### src/rtl/logic_fifo_synchronous.sv
// Single-clock AXI4-Stream FIFO with a registered show-ahead output stage.
// Storage is a CAPACITY-1 entry memory plus the output register. The level,
// the ready/valid outputs and the fill flags are all registered.
`timescale 1ns/1ps

module logic_fifo_synchronous #(
    parameter int WIDTH        = 1,
    parameter int CAPACITY     = 16,
    parameter int ALMOST_FULL  = CAPACITY - 1,
    parameter int ALMOST_EMPTY = 1
) (
    input  logic                              aclk,
    input  logic                              areset_n,
    input  logic                              rx_tvalid,
    input  logic [WIDTH-1:0]                  rx_tdata,
    output logic                              rx_tready,
    output logic                              tx_tvalid,
    output logic [WIDTH-1:0]                  tx_tdata,
    input  logic                              tx_tready,
    output logic [$clog2(CAPACITY+1)-1:0]     level,
    output logic                              almost_full,
    output logic                              almost_empty
);

    localparam int LW    = $clog2(CAPACITY + 1);
    localparam int DEPTH = CAPACITY - 1;
    localparam int PW    = (DEPTH > 1) ? $clog2(DEPTH) : 1;

    localparam logic [LW-1:0] CAP_L      = LW'(CAPACITY);
    localparam logic [LW-1:0] AF_L       = LW'(ALMOST_FULL);
    localparam logic [LW-1:0] AE_L       = LW'(ALMOST_EMPTY);
    localparam logic [LW-1:0] ONE_L      = LW'(1);
    localparam logic [PW-1:0] PTR_LAST   = PW'(DEPTH - 1);

    // Elaboration-time parameter checks
    if (CAPACITY < 2) begin : g_drc_capacity
        $error("logic_fifo_synchronous: CAPACITY must be >= 2");
    end
    if (ALMOST_FULL < 1 || ALMOST_FULL > CAPACITY) begin : g_drc_af
        $error("logic_fifo_synchronous: ALMOST_FULL out of range");
    end
    if (ALMOST_EMPTY < 0 || ALMOST_EMPTY > CAPACITY - 1) begin : g_drc_ae
        $error("logic_fifo_synchronous: ALMOST_EMPTY out of range");
    end

    logic [WIDTH-1:0] mem [DEPTH];
    logic [PW-1:0]    wr_ptr;
    logic [PW-1:0]    rd_ptr;

    logic             wr;
    logic             rd;
    logic             mem_empty;
    logic             out_free;
    logic             load_mem;
    logic             bypass;
    logic             mem_wr;
    logic             tvalid_next;
    logic [LW-1:0]    level_next;

    function automatic logic [PW-1:0] ptr_inc(input logic [PW-1:0] p);
        return (p == PTR_LAST) ? '0 : p + 1'b1;
    endfunction

    // Handshake decode and output-stage steering. The output register is
    // always filled first, so memory holds level-1 entries whenever level>0.
    always_comb begin
        wr          = rx_tvalid & rx_tready;
        rd          = tx_tvalid & tx_tready;
        mem_empty   = (level <= ONE_L);
        out_free    = !tx_tvalid || rd;
        load_mem    = out_free && !mem_empty;
        bypass      = out_free && mem_empty && wr;
        mem_wr      = wr && !bypass;
        tvalid_next = load_mem || bypass || (tx_tvalid && !rd);
        level_next  = level + LW'(wr) - LW'(rd);
    end

    // Control state: pointers, valid, level and flags derived from next level
    always_ff @(posedge aclk) begin
        if (!areset_n) begin
            wr_ptr       <= '0;
            rd_ptr       <= '0;
            tx_tvalid    <= 1'b0;
            level        <= '0;
            rx_tready    <= 1'b0;
            almost_full  <= 1'b0;
            almost_empty <= 1'b1;
        end else begin
            if (mem_wr) begin
                wr_ptr <= ptr_inc(wr_ptr);
            end
            if (load_mem) begin
                rd_ptr <= ptr_inc(rd_ptr);
            end
            tx_tvalid    <= tvalid_next;
            level        <= level_next;
            rx_tready    <= (level_next < CAP_L);
            almost_full  <= (level_next >= AF_L);
            almost_empty <= (level_next <= AE_L);
        end
    end

    // Data path: memory writes and output register load (no reset needed)
    always_ff @(posedge aclk) begin
        if (mem_wr) begin
            mem[wr_ptr] <= rx_tdata;
        end
        if (load_mem) begin
            tx_tdata <= mem[rd_ptr];
        end else if (bypass) begin
            tx_tdata <= rx_tdata;
        end
    end

    // Occupancy sanity: level bounded and output valid tracks non-empty
    always_ff @(posedge aclk) begin
        if (areset_n) begin
            assert (level <= CAP_L);
            assert (tx_tvalid == (level != '0));
        end
    end

endmodule

### config.mk
export PLATFORM = sky130hd
export DESIGN_NAME = logic_fifo_synchronous
export DESIGN_NICKNAME = d
export VERILOG_FILES = /design/src/rtl/logic_fifo_synchronous.sv
export SDC_FILE = /design/constraint.sdc
export NUM_CORES = 1
export LEC_CHECK = 0
export CAP_MARGIN = 20
export CORE_MARGIN = 3
export CORE_UTILIZATION = 25
export CTS_CLUSTER_SIZE = 20
export DETAILED_ROUTE_END_ITERATION = 6
export PLACE_DENSITY = 0.46
export SLEW_MARGIN = 10
export SYNTH_ARGS = -nofsm -noshare
export SYNTH_HDL_FRONTEND = slang
export SYNTH_SLANG_ARGS = --single-unit
### constraint.sdc
create_clock -name aclk -period 2.9 [get_ports aclk]
set_input_delay 0.29 -clock aclk [delete_from_list [all_inputs] [get_ports aclk]]
set_output_delay 0.29 -clock aclk [all_outputs]
set_load 0.05 [all_outputs]
==> flow_summary.toml <==
[logic_synthesis]
ys_async_sr_fraction_pct = 0
yosys.area.top_type = "edfxtp_1"
synth-simple-area-share_pct = 18.31
synthXorXnorAreaFrac_pct = 1.514
synthMuxAreaShare_pct = 6.705
synthAdderAreaFrac_pct = 7.642
ys_ff_latch = 37
syn_inst = 159
synth_top_family_by_area = "simple AND/OR/NAND/NOR gates"
syn_nets = 174
seq_area_frac_synth_pct = 51.91
ys.flop_type = "dfxtp_1"
yosys.area.top_type_share_pct = 27.69
synth_area_leaders = "edfxtp_1, dfxtp_1, ha_1"
syn_avg_cell_area_um2 = 10.91
synth_area_um2 = 1735
yosysWarnings = 0
synth_compound_area_share_pct = 10.89
synth_edf_count = 16
synth_cell_types = 41

[timing]
finalCriticalPeriod_ns = 2.358
skew_ns = 0.009672
rsz0062_at_grt = "false"
finalHoldViolCount = 0
max_freq_ghz = 0.4241
fin_crit_sh_pct = 81.31
slew_headroom_pct = 66.06
setup_viol = 0
slew_violations = 0
worst_pin_slew_ns = 0.5075
finalSetupTns_ns = 0

[place]
place_inst = 249
port_buffers = 14
gp_congestion = 0.7251
hpwl_mm = 2.427

[die]
ios = 15
die_h_um = 89.32
die_area_um2 = 7977
rows = 29
coreArea_um2 = 6531
start_util_pct = 26.57
die_w_um = 89.32

[route]
wl_mm = 3.255
firstDrtPassIters = 4
wl_per_cell_um = 12.67
vias = 1168
drc = 0
ant_nets = 0
viasPerCell = 4.545
drt_iter0_drc = 28

[grt]
overflow = 0
grt_max_degree = 17
grt_antenna_before_repair = 0
grt_pass1_vias = 1235
grt_pass1_wl_mm = 5.754
track_usage_pct = 9.660

[setup_path]
start_kind = "primary input"
cp-end-kind = "flip-flop"
r2r-start = "rx_tready"
worstSetupPathType = "primary input to flip-flop"
worstPathArrival_ns = 2.55
rr_worst_depth = 11
cp.required_ns = 3.09
rrSetupSlack_ns = 0.64
r2r_end = "almost_empty"
path_max_fanout = 4

[clock_tree]
clock_latency_ns = 0.29
clock_sinks = 37
htree_levels = 2
cts_buffers = 5
clk_pin_slew_ns = 0.07
cts-root-buf = "clkbuf_8"
post_cts_buffers = 0
ctsLongestPathBuffers = 2
cts_tree = "done"
cts_resized = 0
postCtsHoldBufs = 0

[finish]
final_common_cell = "dfxtp_1"
drive_above_1_share_pct = 10.56
multi_input_area_um2 = 782.0
syn_to_final_growth_pct = 19.03
final_cell_mix = "dfxtp_1, nor2_1, edfxtp_1, clkdlybuf4s50_1, nand2_1"
nets = 194
ff_latch_area_um2 = 900.9
final_cell_count_no_fill = 257
fillers = 697
diodes = 0

[power_and_ir_drop]
ir_drop_v = 0.0004853
leakage_uw = 0.0007386
p_per_area_nw_per_um2 = 1015

[hold_path]
holdPathStages = 2
min-delay-path-class = "flip-flop to flip-flop"
worstHoldStart = "rd_ptr[3]"

[flow_run]
maxCapViolCount = 0

[run_status]
outcome = "complete, no violations"
-- critical path, stage by stage --
cell and delay, ns:
clkdlybuf4s50_1 0.45, and2_1 0.15, inv_2 0.04, ha_1 0.26, inv_1 0.04, ha_1 0.20
fa_1 0.40, nand2b_1 0.09, a21oi_1 0.06, nor2_1 0.12, xor2_1 0.12, o41ai_1 0.32
-- where the power goes --
part / total [uW] / internal [uW] / switching, uW
clock: 366 / 194 / 172
sequential: 722 / 646 / 75.4
combinational: 1010 / 390 / 619
-- cells by family (layout without fill, tap and decap cells) --
kind of cell	after synthesis	in the layout
mux	7	7
simple gates	61	61
xor+xnor	3	3
compound gates	27	27
fa+ha+maj	10	10
buf+inv	14	35
flops	37	37
-- per-layer routing --
| layer | global-route usage, % | wire, um | vias up |
|---|---|---|---|
| met5 | 0 | 0 | - |
| met4 | 6.089 | 74 | 0 |
| met3 | 1.935 | 68 | 5 |
| met2 | 14.80 | 1476 | 14 |
| met1 | 12.41 | 1635 | 544 |
| li1 | - | - | 605 |
-- synth_stat cells, drive strengths merged, types with 2 or more instances --
cell type,count
nand2b,5
xnor2,2
dfxtp,21
inv,11
and4,2
nand4b,2
mux2i,3
o21ai,8
ha,9
a21oi,8
nor2b,2
nor3,5
nor2,18
o41ai,2
nand3b,2
a211oi,2
nand3,3
or2,2
nand2,10
mux4,3
and2,7
edfxtp,16
clkbuf,3
-- layout make-up --
type	instances	share of cell area (%)
Multi-Input combinational cell	108	37.86
Inverter	11	1.999
Clock buffer	8	4.361
Sequential cell	37	43.61
Tap cell	77	4.664
Timing Repair Buffer	16	7.511
-- per-stage QoR --
stage                     setup slack, ns  instance area [um2]  power (uW)  hold WS (ns)  utilization (%)
after global routing               0.3590                 2066        2270        0.5600            31.63
after global placement             0.2990                 1976        1768        0.5250            30.25
after CTS                          0.5375                 2066        2126        0.5297            31.63
final                              0.5421                 2066        2097        0.5319            31.63
after detailed placement           0.2312                 1976        1752        0.5202            30.25
after floorplan                    0.2249                 1735        1469        0.3889                -
-- worst max path at each step --
stage / depth (start not counted) / startpoint / to
final: 12 / rx_tvalid / almost_empty
after global routing: 12 / rx_tvalid / almost_empty
after CTS: 12 / rx_tvalid / almost_empty
after detailed placement: 12 / rx_tvalid / almost_empty
after global placement: 12 / rx_tvalid / almost_empty
after floorplan: 12 / rx_tready / almost_empty
(Power assumes the default switching activity.)
